$ cat src/rtl/bster_cmd_mux.sv
// bster_cmd_mux: round-robin arbiter that merges NB_CHANNEL command streams
// onto the single command stream of the BSTer core. Completions come back
// from the core in command order. An in-order tag FIFO records the channel
// of every grant, and each completion is routed back to that channel.
module bster_cmd_mux #(
    parameter int AXI4S_WIDTH = 128,
    parameter int NB_CHANNEL  = 4,
    parameter int OSTDG_DEPTH = 8,
    parameter int CH_W        = $clog2(NB_CHANNEL),
    parameter int CNT_W       = $clog2(OSTDG_DEPTH) + 1
) (
    input  logic                              aclk,
    input  logic                              rst,
    // per-channel command inputs
    input  logic [NB_CHANNEL-1:0]             cmd_in_tvalid,
    output logic [NB_CHANNEL-1:0]             cmd_in_tready,
    input  logic [NB_CHANNEL*AXI4S_WIDTH-1:0] cmd_in_tdata,
    // merged command stream to the core
    output logic                              cmd_out_tvalid,
    input  logic                              cmd_out_tready,
    output logic [AXI4S_WIDTH-1:0]            cmd_out_tdata,
    // completion stream from the core
    input  logic                              cpl_in_tvalid,
    output logic                              cpl_in_tready,
    input  logic [AXI4S_WIDTH-1:0]            cpl_in_tdata,
    // per-channel completion outputs (data is shared by all channels)
    output logic [NB_CHANNEL-1:0]             cpl_out_tvalid,
    input  logic [NB_CHANNEL-1:0]             cpl_out_tready,
    output logic [AXI4S_WIDTH-1:0]            cpl_out_tdata,
    // status
    output logic [CNT_W-1:0]                  outstanding,
    output logic [CH_W-1:0]                   last_grant
);

    localparam int PTR_W = CNT_W - 1;

    // output slot and round-robin pointer
    logic                   r_cmd_out_tvalid;
    logic [AXI4S_WIDTH-1:0] r_cmd_out_tdata;
    logic [CH_W-1:0]        r_last_grant;

    // tag FIFO: records the channel of every command in flight
    logic [CH_W-1:0]        r_tag_mem [OSTDG_DEPTH];
    logic [PTR_W-1:0]       r_wr_ptr;
    logic [PTR_W-1:0]       r_rd_ptr;
    logic [CNT_W-1:0]       r_count;

    logic                   w_slot_free;
    logic                   w_fifo_full;
    logic                   w_fifo_empty;
    logic                   w_gnt_en;
    logic                   w_found;
    logic                   w_grant;
    logic [CH_W-1:0]        w_rr_idx;
    logic [CH_W-1:0]        w_win;
    logic [AXI4S_WIDTH-1:0] w_win_data;
    logic [CH_W-1:0]        w_head;
    logic                   w_push;
    logic                   w_pop;

    // Full is taken from the registered count only. A pop in the same
    // cycle does not open a slot for a grant; the grant waits one cycle.
    assign w_fifo_full  = (r_count == CNT_W'(OSTDG_DEPTH));
    assign w_fifo_empty = (r_count == '0);
    assign w_slot_free  = !r_cmd_out_tvalid || cmd_out_tready;
    assign w_gnt_en     = w_slot_free && !w_fifo_full && !rst;
    assign w_grant      = w_gnt_en && w_found;
    assign w_push       = w_grant;
    assign w_head       = r_tag_mem[r_rd_ptr];

    // Round-robin search starting at the channel after the last grant
    always_comb begin
        w_found  = 1'b0;
        w_win    = '0;
        w_rr_idx = '0;
        for (int k = 0; k < NB_CHANNEL; k++) begin
            w_rr_idx = CH_W'((int'(r_last_grant) + 1 + k) % NB_CHANNEL);
            if (!w_found && cmd_in_tvalid[w_rr_idx]) begin
                w_found = 1'b1;
                w_win   = w_rr_idx;
            end
        end
    end

    // Assert ready only toward the winning channel, and only when granting
    always_comb begin
        cmd_in_tready = '0;
        if (w_grant) begin
            cmd_in_tready[w_win] = 1'b1;
        end
    end

    // Select the winning channel's command word
    always_comb begin
        w_win_data = '0;
        for (int i = 0; i < NB_CHANNEL; i++) begin
            if (w_win == CH_W'(i)) begin
                w_win_data = cmd_in_tdata[i*AXI4S_WIDTH +: AXI4S_WIDTH];
            end
        end
    end

    // Output slot: load on grant, drop when consumed with no new grant
    always_ff @(posedge aclk) begin
        if (rst) begin
            r_cmd_out_tvalid <= 1'b0;
            r_cmd_out_tdata  <= '0;
            r_last_grant     <= CH_W'(NB_CHANNEL - 1);
        end else if (w_grant) begin
            r_cmd_out_tvalid <= 1'b1;
            r_cmd_out_tdata  <= w_win_data;
            r_last_grant     <= w_win;
        end else if (cmd_out_tready) begin
            r_cmd_out_tvalid <= 1'b0;
        end
    end

    assign cmd_out_tvalid = r_cmd_out_tvalid;
    assign cmd_out_tdata  = r_cmd_out_tdata;
    assign last_grant     = r_last_grant;

    // Route the completion at the FIFO head; nothing is routed when no
    // command is in flight, so an unsolicited completion stalls
    always_comb begin
        cpl_out_tvalid = '0;
        if (cpl_in_tvalid && !w_fifo_empty && !rst) begin
            cpl_out_tvalid[w_head] = 1'b1;
        end
    end

    assign cpl_in_tready = cpl_out_tready[w_head] && !w_fifo_empty && !rst;
    assign cpl_out_tdata = cpl_in_tdata;
    assign w_pop         = cpl_in_tvalid && cpl_in_tready;

    // Tag storage: write the granted channel at the write pointer
    always_ff @(posedge aclk) begin
        if (w_push) begin
            r_tag_mem[r_wr_ptr] <= w_win;
        end
    end

    // Tag FIFO pointers and occupancy
    always_ff @(posedge aclk) begin
        if (rst) begin
            r_wr_ptr <= '0;
            r_rd_ptr <= '0;
            r_count  <= '0;
        end else begin
            if (w_push) begin
                r_wr_ptr <= r_wr_ptr + PTR_W'(1);
            end
            if (w_pop) begin
                r_rd_ptr <= r_rd_ptr + PTR_W'(1);
            end
            if (w_push && !w_pop) begin
                r_count <= r_count + CNT_W'(1);
            end else if (w_pop && !w_push) begin
                r_count <= r_count - CNT_W'(1);
            end
        end
    end

    assign outstanding = r_count;

endmodule

$ cat config.mk
export PLATFORM = sky130hd
export DESIGN_NAME = bster_cmd_mux
export DESIGN_NICKNAME = d
export VERILOG_FILES = /design/src/rtl/bster_cmd_mux.sv
export SDC_FILE = /design/constraint.sdc
export NUM_CORES = 1
export LEC_CHECK = 0
export ABC_AREA = 1
export BUFFER_PORTS_ARGS = -buffer_cell sky130_fd_sc_hd__clkbuf_2
export CAP_MARGIN = 20
export CORE_AREA = 3 3 363 365
export DETAILED_ROUTE_END_ITERATION = 10
export DIE_AREA = 0 0 366 368
export PLACE_DENSITY = 0.3
export SYNTH_ARGS = -nofsm -noshare
export SYNTH_HDL_FRONTEND = slang
export SYNTH_SLANG_ARGS = --single-unit
$ cat constraint.sdc
create_clock -name aclk -period 3.8 [get_ports aclk]
set_input_delay 0.19 -clock aclk [delete_from_list [all_inputs] [get_ports aclk]]
set_output_delay 0.19 -clock aclk [all_outputs]
set_load 0.05 [all_outputs]
==> results of run 1 <==
-- cell usage in the layout (no fill, tap or decap), drive strengths merged, types with 29 or more instances in the layout --
cell / instances
inv: 73
nand2: 674
clkbuf: 688
nand4: 51
o21ai: 100
buf: 29
nor2: 138
a21oi: 111
dlygate4sd3: 227
dfxtp: 144
nand3: 172
-- cell families (layout without fill, tap and decap cells) --
family                     Yosys count  in the layout
other                                0              4
and+or+nand+nor                   1037           1037
xor gates and xnor gates             2              2
adders and majority gates            6              6
AOI/OAI and AO/OA                  218            218
buffers and inverters              314           1028
DFF                                160            160
-- tightest hold or removal path, stage by stage --
cell                       delay (ns)
sky130_fd_sc_hd__clkbuf_2        0.11
sky130_fd_sc_hd__nand2_1         0.08
sky130_fd_sc_hd__nand2_1         0.05
sky130_fd_sc_hd__inv_1           0.06
sky130_fd_sc_hd__a21oi_1         0.07
-- flip-flops by register name, summed over array words and instances, names as in the netlist, named ones only --
name and cells:
cmd_out_tdata 128, r_tag_mem 16, outstanding 4, r_rd_ptr 3
r_wr_ptr 3, last_grant 2, cmd_out_tvalid 1
-- area by class of cell --
cell class                 count  area, um^2  share of cell area
sequential                   160        3364              0.1875
clock buffer                  21       474.2             0.02643
tap                         1742        2180              0.1215
clock inverter                11       131.4            0.007323
multi-input combinational   1263        5528              0.3081
inverter                      73       296.5             0.01653
antenna                        4       10.01           0.0005579
timing repair buffer         923        5957              0.3320
-- routing by layer --
metal | vias up | share of wire
li1 | 6875 | -
met1 | 6373 | 0.44
met2 | 540 | 0.45
met3 | 123 | 0.079
met4 | 18 | 0.027
met5 | - | 0.0027
-- power by group through the flow --
stage          Sequential, mW  Combinational [mW]  Clock (mW)
3_3_place_gp             2.96                15.3           0
2_1_floorplan            5.14                7.76           0
3_5_place_dp             2.97                15.3           0
6_report                 2.93                16.6        1.93
4_1_cts                  2.94                17.1        2.10
5_1_grt                  3.03                18.2        2.12
-- timing repair --
| item | in CTS | in global routing |
|---|---|---|
| resized for setup | 0 | 4 |
| endpoints found under the setup margin | 0 | 5 |
| hold endpoints to repair | 117 | 0 |
| hold buffers | 227 | 0 |
-- worst min path at each step --
| stage | cells past startpoint | start | slack (ns) | to |
|---|---|---|---|---|
| floorplan | 3 | cmd_out_tready | 0.36 | cmd_out_tvalid |
| global placement | 0 | cpl_in_tdata[0] | 0.38 | cpl_out_tdata[0] |
| detailed placement | 0 | cpl_in_tdata[0] | 0.38 | cpl_out_tdata[0] |
| CTS | 5 | cmd_in_tdata[500] | 0.00004 | cmd_out_tdata[116] |
| global route | 5 | cmd_in_tdata[255] | 0.05 | cmd_out_tdata[127] |
| finish | 5 | cmd_in_tdata[500] | 0.07 | cmd_out_tdata[116] |
-- through the flow --
step           worst slack (ns)  cells
2_1_floorplan            0.3780   1737
3_3_place_gp             0.4543   3934
5_1_grt                 0.01687   4193
3_5_place_dp             0.4546   3934
4_1_cts                  0.1526   4193
6_report                 0.3379   4197
==> metrics.md, run 1 <==
| Metric | Value |
|---|---|
| Max Cap Violations | `0` |
| Startpoint of the most critical setup path | `last_grant[0]` |
| Min Clock Period, post-route | `roughly 3.5 ns` |
| Unrepaired setup endpoints after global routing | `no` |
| Largest delay share family, worst path | `simple AND/OR/NAND/NOR gates` |
| Cell Area, Synth | `10760 um^2` |
| Combinational family with the most area after synthesis | `simple AND/OR/NAND/NOR gates` |
| Instance area at placement | `15040 um^2` |
| Total detailed-routing wirelength | `77.37 mm` |
| Sequential-to-total area share from yosys stat | `0.3127` |
| Number of DRC violations after detailed-routing iteration 0 | `roughly 760` |
| Crit-path cells | `inv_4 > nand2_1 > nand2_1 > nand2_2 > nand2_2 > nor2_2 > nand3_1 > nand2_2 > nand2_4 > inv_2 > nand2_4 > buf_12 > nor2_1 > clkbuf_2` |
| Fraction of synthesized cell area taken by the top area cell type | `0.2680` |
| Count of flip-flops with a built-in enable after synthesis | `16` |
| GR Util met3 | `0.04082` |
| Power density cells | `1194 nW/um^2` |
| Antenna violations before repair | `21` |
| LEAKAGE | `~8.5 nW` |
| IR drop worst, VDD | `0.5576 mV` |
| Post-layout total power | `21.42 mW` |
| Via count of the first global-routing pass | `14320` |
| Final #Nets | `3096` |
| Clock insertion delay at the later pin of the skew report | `0.52 ns` |
| Busiest metal layer after global routing | `met2` |
| Max-slew violation count | `0` |
| Pin count of the biggest net entering global routing | `101` |
| Status | `finished clean` |
| Number of fill cells in the layout | `15320` |
| Share of synthesized cell area in and, or, nand and nor gates | `0.4003` |
| Seq cells post-synth | `160` |
| Initial core utilization | `0.08328` |
| Power share of the sequential group | `0.137` |
| Unique masters post-synth | `35` |
| Main area contributors after synthesis | `sky130_fd_sc_hd__dfxtp_1, sky130_fd_sc_hd__nand2_1, sky130_fd_sc_hd__buf_4, sky130_fd_sc_hd__nand3_1, sky130_fd_sc_hd__a21oi_1` |
| YS warnings | `0` |
| H-tree depth reported by CTS | `4` |
| 1st-pass router iterations | `5` |
| Longest Clk Path Bufs | `2` |
| Actual transition at the worst max-transition pin | `0.7320 ns` |
| I/O pin count | `924` |
| Final std cell area, no fill | `17940 um^2` |
| Share of final-layout standard cells stronger than drive strength 1 | `0.3068` |
| Detailed-route via count | `13930` |
| Post-Synth Adder-Cell Area | `0.007677` |
| Portion of total power attributed to combinational logic | `0.773` |
| Cell with the most instances after synthesis | `sky130_fd_sc_hd__nand2_1` |
| Proportion of register bits with asynchronous set or reset after synthesis | `0` |
| Compound-Gate Fraction of Synth Area | `0.1032` |
| Fmax | `288.8 MHz` |
| Setup violations, final | `0` |
| Final Wtd Congestion | `0.8264` |
| Residual DRC | `0` |
| Floorplan row count | `132` |
| Antenna-violating nets left | `0` |
| Worst slack on hold paths | `0.07319 ns` |
| Overall die height | `368 um` |
| Wire length of the first global-routing pass | `106.9 mm` |
| Data arrival time of the critical path | `3.27 ns` |
| NetSw | `12.68 mW` |
| Clk pin slew, worst setup/hold paths | `0.08 ns` |
| Internal Power | `between 8 and 9 mW` |
| Buffers inserted during post-CTS setup optimization | `0` |
| Overflow left after global routing | `0` |
| Net count after synthesis | `2395` |
| Buf/Inv on CP | `4` |
| Core occupancy in the finished layout | `0.1389` |
| Worst R2R Path Depth | `17` |
| Net switching fraction of the power | `0.5919` |
| Clk pwr share | `0.090` |
| Average wire per cell in the routed design | `around 18 um` |
| Horizontal die dimension | `366 um` |
| Fraction of met2 tracks used by global routing | `0.1789` |
| Vias per std cell | `roughly 3.3` |
| Total routing resource utilization after global routing | `0.1128` |
| Met1 Usage GRT | `0.1398` |
| Core region area | `129200 um^2` |
| Worst reg2reg setup slack | `0.40 ns` |
| Layout overhead on the synthesized area | `66.79%` |
| CTS tree | `built` |
| Top cells by instance count after synthesis | `sky130_fd_sc_hd__nand2_1, sky130_fd_sc_hd__nand3_1, sky130_fd_sc_hd__dfxtp_1` |
| Most numerous cell on the critical path | `sky130_fd_sc_hd__nand2_2` |
| Post-route clock skew | `0.01935 ns` |
| Largest fanout of any net on the critical path | `50` |
| Largest incremental delay on the critical path | `0.55 ns` |
| Worst flop-to-flop path startpoint | `last_grant[0]` |
| Critical path capture point type | `primary output` |
| Final sum of negative setup slack | `0 ns` |
| Cell type contributing the most total cell area after synthesis | `sky130_fd_sc_hd__dfxtp_1` |
| Share of cell area taken by muxes after synthesis | `0` |
| Dpl hpwl | `~62 mm` |
| Number of clock sinks | `160` |
| Number of CTS-inserted buffers | `17` |
| Part of the cycle the worst path needs | `0.9111` |
| Cell type of the slowest stage on the worst timing path | `sky130_fd_sc_hd__dfxtp_1` |
| Logic depth of the worst setup path including buffers | `14` |
| IO Port Bufs | `between 600 and 700` |
| Syn Inst Count | `1737` |
| Die area | `between 100000 and 150000 um^2` |
| Worst reg2reg path endpoint | `cmd_out_tdata[4]` |
| Hold violation total from the final report | `0` |
| Parity-gate share of the synthesized area counting xor and xnor cells | `0.001628` |
| CTS Root Cell | `sky130_fd_sc_hd__clkbuf_16` |
| Crit Path Category | `register to primary output` |
| Relative slew margins | `0.5120` |
| Mean post-synth cell area | `6.193 um^2` |
| Required arrival time at the worst endpoint | `between 3 and 4 ns` |
| Predominant post-synthesis flop cell | `sky130_fd_sc_hd__dfxtp_1` |
| Setup crit end | `cmd_in_tready[3]` |
| Startpoint types | `register` |
| Type of the worst min-delay path | `input pin to register` |
Power figures use the tool's default switching activity.
==> run 2: changes to the inputs <==
--- a/config.mk
+++ b/config.mk
@@ -8,9 +8,9 @@
 export ABC_AREA = 1
 export BUFFER_PORTS_ARGS = -buffer_cell sky130_fd_sc_hd__clkbuf_2
 export CAP_MARGIN = 20
-export CORE_AREA = 3 3 363 365
+export CORE_AREA = 3 3 358 360
 export DETAILED_ROUTE_END_ITERATION = 10
-export DIE_AREA = 0 0 366 368
+export DIE_AREA = 0 0 361 363
 export PLACE_DENSITY = 0.3
 export SYNTH_ARGS = -nofsm -noshare
 export SYNTH_HDL_FRONTEND = slang
==> constraint.sdc (replaced) <==
create_clock -name aclk -period 4.2 [get_ports aclk]
set_input_delay 0.21 -clock aclk [delete_from_list [all_inputs] [get_ports aclk]]
set_output_delay 0.21 -clock aclk [all_outputs]
set_load 0.05 [all_outputs]
==> run 2 against run 1 <==
  * Clock-buffer cell count is 4 lower
  * Sequential share of layout area is 0.38 points higher
  * Clock power is 16% lower
  * Critical path type is now register to register
  * Global-route usage is 0.14 points higher
  * First-iteration DRC count is 22% lower
  * Highest routed layer unchanged
  * Core utilization is 0.13 points higher
  * Worst hold slack worse by 0.0037 ns
  * Clock skew hardly changed
  * Critical path depth is 2 higher
  * Total power is 12% lower
  * Largest power group unchanged
  * Non-clock buffer count is 18 lower
==> metrics.md, run 2 (synthesis results as in run 1) <==
| Metric | Value |
|---|---|
| Buffers inserted during post-CTS setup optimization | `0` |
| Worst flop-to-flop path startpoint | `last_grant[0]` |
| Pin count of the biggest net entering global routing | `102` |
| Crit Path Category | `register to register` |
| Highest layer used for signal routing | `met5` |
| Post-Route M1 WL | `roughly 33 mm` |
| DR WL met3 | `between 7 and 8 mm` |
| Status | `finished clean` |
| Place WS | `0.6375 ns` |
| Total detailed-routing wirelength | `77.22 mm` |
| Post-route clock skew | `0.01907 ns` |
| Overall die height | `around 360 um` |
| IR drop worst, VDD | `~0.56 mV` |
| Required arrival time at the worst endpoint | `between 4 and 5 ns` |
| Core occupancy in the finished layout | `0.1402` |
| Residual DRC | `0` |
| Worst reg2reg setup slack | `about 0.3 ns` |
| Number of fill cells in the layout | `14790` |
| Overflow left after global routing | `0` |
| Max FFs per register | `128` |
| IO Port Bufs | `roughly 670` |
| Worst slack on hold paths | `between 0.06 and 0.07 ns` |
| Total routing resource utilization after global routing | `0.1142` |
| Average wire per cell in the routed design | `18.87 um` |
| Number of CTS-inserted buffers | `17` |
| Fmax | `between 200 and 300 MHz` |
| Number of clock sinks | `160` |
| Setup violations, final | `0` |
| Post-layout total power | `18.77 mW` |
| Most frequent cells in the layout | `sky130_fd_sc_hd__clkbuf_2, sky130_fd_sc_hd__nand2_1, sky130_fd_sc_hd__dlygate4sd3_1` |
| H-tree depth reported by CTS | `4` |
| Antenna-violating nets left | `0` |
| Data arrival time of the critical path | `4.36 ns` |
| Power density cells | `1068 nW/um^2` |
| Floorplan row count | `130` |
| Number of DRC violations after detailed-routing iteration 0 | `588` |
| Layout overhead on the synthesized area | `63.43%` |
| Commonest non-fill, non-tap cell in the layout | `sky130_fd_sc_hd__clkbuf_2` |
| CTS tree | `built` |
| Startpoint of the most critical setup path | `last_grant[0]` |
| Die area | `about 130000 um^2` |
| Wire length of the first global-routing pass | `about 110 mm` |
| Initial core utilization | `0.08577` |
| Critical path capture point type | `register` |
| Largest fanout of any net on the critical path | `44` |
| Detailed-route via count | `approximately 14000` |
| Instance area at placement | `14860 um^2` |
| Core region area | `roughly 130000 um^2` |
| Sum of met2 wire segment lengths after detailed routing | `34.06 mm` |
| I/O pin count | `924` |
| Vias per std cell | `3.400` |
| Final #Nets | `3078` |
| LEAKAGE | `8.394 nW` |
| Final std cell area, no fill | `17580 um^2` |
| Clk pin slew, worst setup/hold paths | `around 0.080 ns` |
| Final sum of negative setup slack | `0 ns` |
| Hold violation total from the final report | `0` |
| Part of the cycle the worst path needs | `0.9280` |
| Setup crit end | `cmd_out_tdata[42]` |
| Area of all sequential standard cells | `3363 um^2` |
| Worst reg2reg path endpoint | `cmd_out_tdata[42]` |
| Max-slew violation count | `0` |
| Horizontal die dimension | `between 300 and 400 um` |
| Antenna violations before repair | `21` |
| Longest Clk Path Bufs | `2` |
| Max Cap Violations | `0` |
| Startpoint types | `register` |
| CTS Root Cell | `sky130_fd_sc_hd__clkbuf_16` |
| Relative slew margins | `0.4506` |
| Type of the worst min-delay path | `input pin to register` |
| Share of final-layout standard cells stronger than drive strength 1 | `0.3074` |
| Area used by multi-input combinational logic | `5523 um^2` |
| Actual transition at the worst max-transition pin | `0.8242 ns` |
| Final Non-Filler Cells | `4091` |
| Dpl hpwl | `61.17 mm` |
| Hold Path Origin | `cmd_in_tdata[399]` |
| Final critical-path setup slack | `0.3022 ns` |
| Placed insts | `~3800` |
| Min Clock Period, post-route | `3.898 ns` |
| Worst R2R Path Depth | `16` |
| Via count of the first global-routing pass | `approximately 14000` |
| 1st-pass router iterations | `5` |
| Clock insertion delay at the later pin of the skew report | `0.53 ns` |
| Unrepaired setup endpoints after global routing | `no` |
| Final Wtd Congestion | `about 0.81` |
## run 2: cell count changes in the layout (fill, tap and decap cells not counted), sizes merged, moves of 2 or more
cell         previous run  this run
diode                   4         8
dlygate4sd3           227       211
clkbuf                688       685
buf                    29        26
bufinv                  2         0
inv                    73        80
## run 2: how the worst min path moves through the flow
stage,endpoint,cells past startpoint
detailed placement,cpl_out_tdata[0],0
finish,cmd_out_tdata[15],5
global route,cmd_out_tdata[4],5
floorplan,cmd_out_tvalid,3
CTS,cmd_out_tdata[100],5
global placement,cpl_out_tdata[0],0
## run 2: power by group
group	internal [mW]	switching, mW	total (mW)
clock network	0.769	0.847	1.62
registers	2.28	0.400	2.68
logic	4.46	10.0	14.5
## run 2: repair_timing
item | 4_1_cts | 5_1_grt
endpoints found under the setup margin | 0 | 50
hold endpoints to repair | 110 | 0
gates resized for setup | 0 | 2
hold buffers | 211 | 0
## run 2: per-layer routing
metal,vias up,global-route usage
met5,-,0
met4,14,0.04954
met3,134,0.04671
met2,593,0.1779
met1,6316,0.1381
li1,6851,-
## run 2: layout make-up
class,instances,area share
clock buffers,17,0.02420
flip-flops and latches,160,0.1913
multi-input cells,1263,0.3142
well taps,1650,0.1174
clock inverters,15,0.007046
inverters,73,0.01673
diodes,8,0.001139
repair buffers,905,0.3280
## run 2: worst max-delay path, stage by stage (launching register included)
cell,delay [ns]
sky130_fd_sc_hd__dfxtp_1,0.54
sky130_fd_sc_hd__inv_4,0.11
sky130_fd_sc_hd__nand2_1,0.08
sky130_fd_sc_hd__nand2_1,0.08
sky130_fd_sc_hd__nand2_1,0.10
sky130_fd_sc_hd__a21boi_1,0.16
sky130_fd_sc_hd__nand2_1,0.07
sky130_fd_sc_hd__clkinv_1,0.07
sky130_fd_sc_hd__nand2_4,0.19
sky130_fd_sc_hd__inv_4,0.20
sky130_fd_sc_hd__buf_4,0.54
sky130_fd_sc_hd__nand3_1,0.14
sky130_fd_sc_hd__nand4_1,0.13
sky130_fd_sc_hd__dlygate4sd3_1,0.56
sky130_fd_sc_hd__nand2_1,0.04
sky130_fd_sc_hd__dlygate4sd3_1,0.55
sky130_fd_sc_hd__a21oi_1,0.11
==> run 3: changes to the inputs <==
--- a/config.mk
+++ b/config.mk
@@ -8,10 +8,11 @@
 export ABC_AREA = 1
 export BUFFER_PORTS_ARGS = -buffer_cell sky130_fd_sc_hd__clkbuf_2
 export CAP_MARGIN = 20
-export CORE_AREA = 3 3 358 360
+export CORE_AREA = 3 3 363 365
+export CTS_CLUSTER_DIAMETER = 120
 export DETAILED_ROUTE_END_ITERATION = 10
-export DIE_AREA = 0 0 361 363
-export PLACE_DENSITY = 0.3
+export DIE_AREA = 0 0 366 368
+export PLACE_DENSITY = 0.37
 export SYNTH_ARGS = -nofsm -noshare
 export SYNTH_HDL_FRONTEND = slang
 export SYNTH_SLANG_ARGS = --single-unit
==> constraint.sdc (replaced) <==
create_clock -name aclk -period 3.99 [get_ports aclk]
set_input_delay 0.1995 -clock aclk [delete_from_list [all_inputs] [get_ports aclk]]
set_output_delay 0.1995 -clock aclk [all_outputs]
set_load 0.05 [all_outputs]
==> run 3 against run 2 <==
  * Non-clock buffer count is 2 higher
  * Core utilization is 0.31 points lower
  * Final cell count is 2.2% higher
  * First-iteration DRC count is 0.17% higher
  * Routed wire length is 5.4% lower
  * Clock power is 9% higher
  * Worst hold slack worse by 0.0023 ns
  * Setup slack better by 0.13 ns
==> metrics.md, run 3 (synthesis results as in run 1) <==
| Metric | Value |
|---|---|
| 1st-pass router iterations | `5` |
| Die area | `between 100000 and 150000 um^2` |
| Met1 Usage GRT | `0.1312` |
| Power density cells | `1129 nW/um^2` |
| Total routing resource utilization after global routing | `0.1068` |
| Relative slew margins | `0.4495` |
| Longest Clk Path Bufs | `2` |
| Core occupancy in the finished layout | `0.1370` |
| Required arrival time at the worst endpoint | `approximately 4.4 ns` |
| Via count of the first global-routing pass | `14390` |
| Wire length of the first global-routing pass | `between 100 and 150 mm` |
| Unrepaired setup endpoints after global routing | `no` |
| Fraction of met2 tracks used by global routing | `0.1731` |
| Critical path capture point type | `register` |
| Final Wtd Congestion | `0.9055` |
| Vias per std cell | `3.333` |
| Hold violation total from the final report | `0` |
| Busiest metal layer after global routing | `met2` |
| Max FFs per register | `128` |
| Overflow left after global routing | `0` |
| Part of the cycle the worst path needs | `0.8913` |
| Detailed-route via count | `13930` |
| CTS Root Cell | `sky130_fd_sc_hd__clkbuf_16` |
| Total detailed-routing wirelength | `between 70 and 80 mm` |
| Core region area | `between 100000 and 150000 um^2` |
| Number of clock sinks | `between 150 and 200` |
| Dpl hpwl | `~60 mm` |
| Overall die height | `about 370 um` |
| Average wire per cell in the routed design | `around 17 um` |
| Commonest non-fill, non-tap cell in the layout | `sky130_fd_sc_hd__clkbuf_2` |
| Pin count of the biggest net entering global routing | `102` |
| Final sum of negative setup slack | `0 ns` |
| Actual transition at the worst max-transition pin | `0.8258 ns` |
| Max Cap Violations | `0` |
| Number of CTS-inserted buffers | `17` |
| Antenna-violating nets left | `0` |
| Floorplan row count | `about 130` |
| Most frequent cells in the layout | `sky130_fd_sc_hd__clkbuf_2, sky130_fd_sc_hd__nand2_1, sky130_fd_sc_hd__dlygate4sd3_1` |
| Final Non-Filler Cells | `4180` |
| Layout overhead on the synthesized area | `64.55%` |
| Startpoint types | `register` |
| Largest fanout of any net on the critical path | `between 40 and 50` |
| Share of final-layout standard cells stronger than drive strength 1 | `0.3072` |
| Clock insertion delay at the later pin of the skew report | `roughly 0.51 ns` |
| I/O pin count | `924` |
| Post-route clock skew | `around 0.015 ns` |
| Number of DRC violations after detailed-routing iteration 0 | `589` |
| Min Clock Period, post-route | `around 3.6 ns` |
| Horizontal die dimension | `366 um` |
| Initial core utilization | `0.08328` |
| Crit Path Category | `register to register` |
| Clk pin slew, worst setup/hold paths | `0.07 ns` |
| Final #Nets | `3080` |
| H-tree depth reported by CTS | `4` |
| Post-layout total power | `19.99 mW` |
| GR Util met3 | `0.03787` |
| Worst slack on hold paths | `about 0.067 ns` |
| CTS tree | `built` |
| IR drop worst, VDD | `0.5319 mV` |
| Type of the worst min-delay path | `input pin to register` |
| Area used by multi-input combinational logic | `5528 um^2` |
| Number of fill cells in the layout | `15290` |
| Residual DRC | `0` |
| LEAKAGE | `approximately 8.4 nW` |
| Placed insts | `approximately 3900` |
| IO Port Bufs | `667` |
| Max-slew violation count | `0` |
| Area of all sequential standard cells | `~3400 um^2` |
| Status | `finished clean` |
| Data arrival time of the critical path | `4.00 ns` |
| Antenna violations before repair | `16` |
| Setup violations, final | `0` |
| Fmax | `281.2 MHz` |
[run 3: critical path, stage by stage, from the launching register on]
cell and delay [ns]:
sky130_fd_sc_hd__dfxtp_1 0.56, sky130_fd_sc_hd__inv_4 0.11, sky130_fd_sc_hd__nand2_1 0.08, sky130_fd_sc_hd__nand2_1 0.08, sky130_fd_sc_hd__nand2_1 0.10, sky130_fd_sc_hd__a21boi_1 0.16
sky130_fd_sc_hd__nand2_1 0.07, sky130_fd_sc_hd__clkinv_1 0.07, sky130_fd_sc_hd__nand2_4 0.17, sky130_fd_sc_hd__inv_4 0.26, sky130_fd_sc_hd__nand2_4 0.18, sky130_fd_sc_hd__inv_6 0.37
sky130_fd_sc_hd__buf_4 0.28, sky130_fd_sc_hd__nand2_1 0.07, sky130_fd_sc_hd__nand3_1 0.10, sky130_fd_sc_hd__nor2_1 0.05, sky130_fd_sc_hd__dlygate4sd3_1 0.55, sky130_fd_sc_hd__nor2_1 0.09
[run 3: final timing paths]
check	start	to	slack, ns	cells after the start
setup / recovery	last_grant[0]	cmd_out_tdata[94]	0.43	17
hold / removal	cmd_in_tdata[391]	cmd_out_tdata[7]	0.07	5
setup reg to reg	last_grant[0]	cmd_out_tdata[94]	0.43	17
hold reg to reg	cmd_out_tdata[2]	cmd_out_tdata[2]	0.46	2
[run 3: metrics by stage]
stage	worst slack, ns	area, um^2
after global routing	0.05001	17690
after global placement	0.6536	15040
after CTS	0.1948	17690
final	0.4335	17700
after floorplan	0.5680	10760
after detailed placement	0.6794	15040
[run 3: area by class of cell]
class	instances	area share
Sequential cell	160	0.1900
Inverter	73	0.01668
Tap cell	1742	0.1231
Clock buffer	20	0.02467
Antenna cell	3	0.0004241
Timing Repair Buffer	907	0.3248
Clock inverter	12	0.007988
Multi-Input combinational cell	1263	0.3123
[run 3: where the power goes]
group / internal (mW) / switching, mW / leakage (nW)
registers: 2.40 / 0.426 / 1.34
logic: 4.72 / 10.7 / 6.80
clock network: 0.973 / 0.798 / 0.271
total: 8.09 / 11.9 / 8.41
[run 3: repair_timing]
item,in CTS,in global routing
setup endpoints to repair,0,39
endpoints found under the hold margin,112,0
resized for setup,0,1
setup buffers,0,0
hold buffers,207,0
[run 3: layer usage]
metal | routed length [um] | vias to the layer above
met2 | 33360 | 589
li1 | - | 6841
met4 | 1802 | 14
met3 | 5895 | 111
met5 | 158 | -
met1 | 31810 | 6378
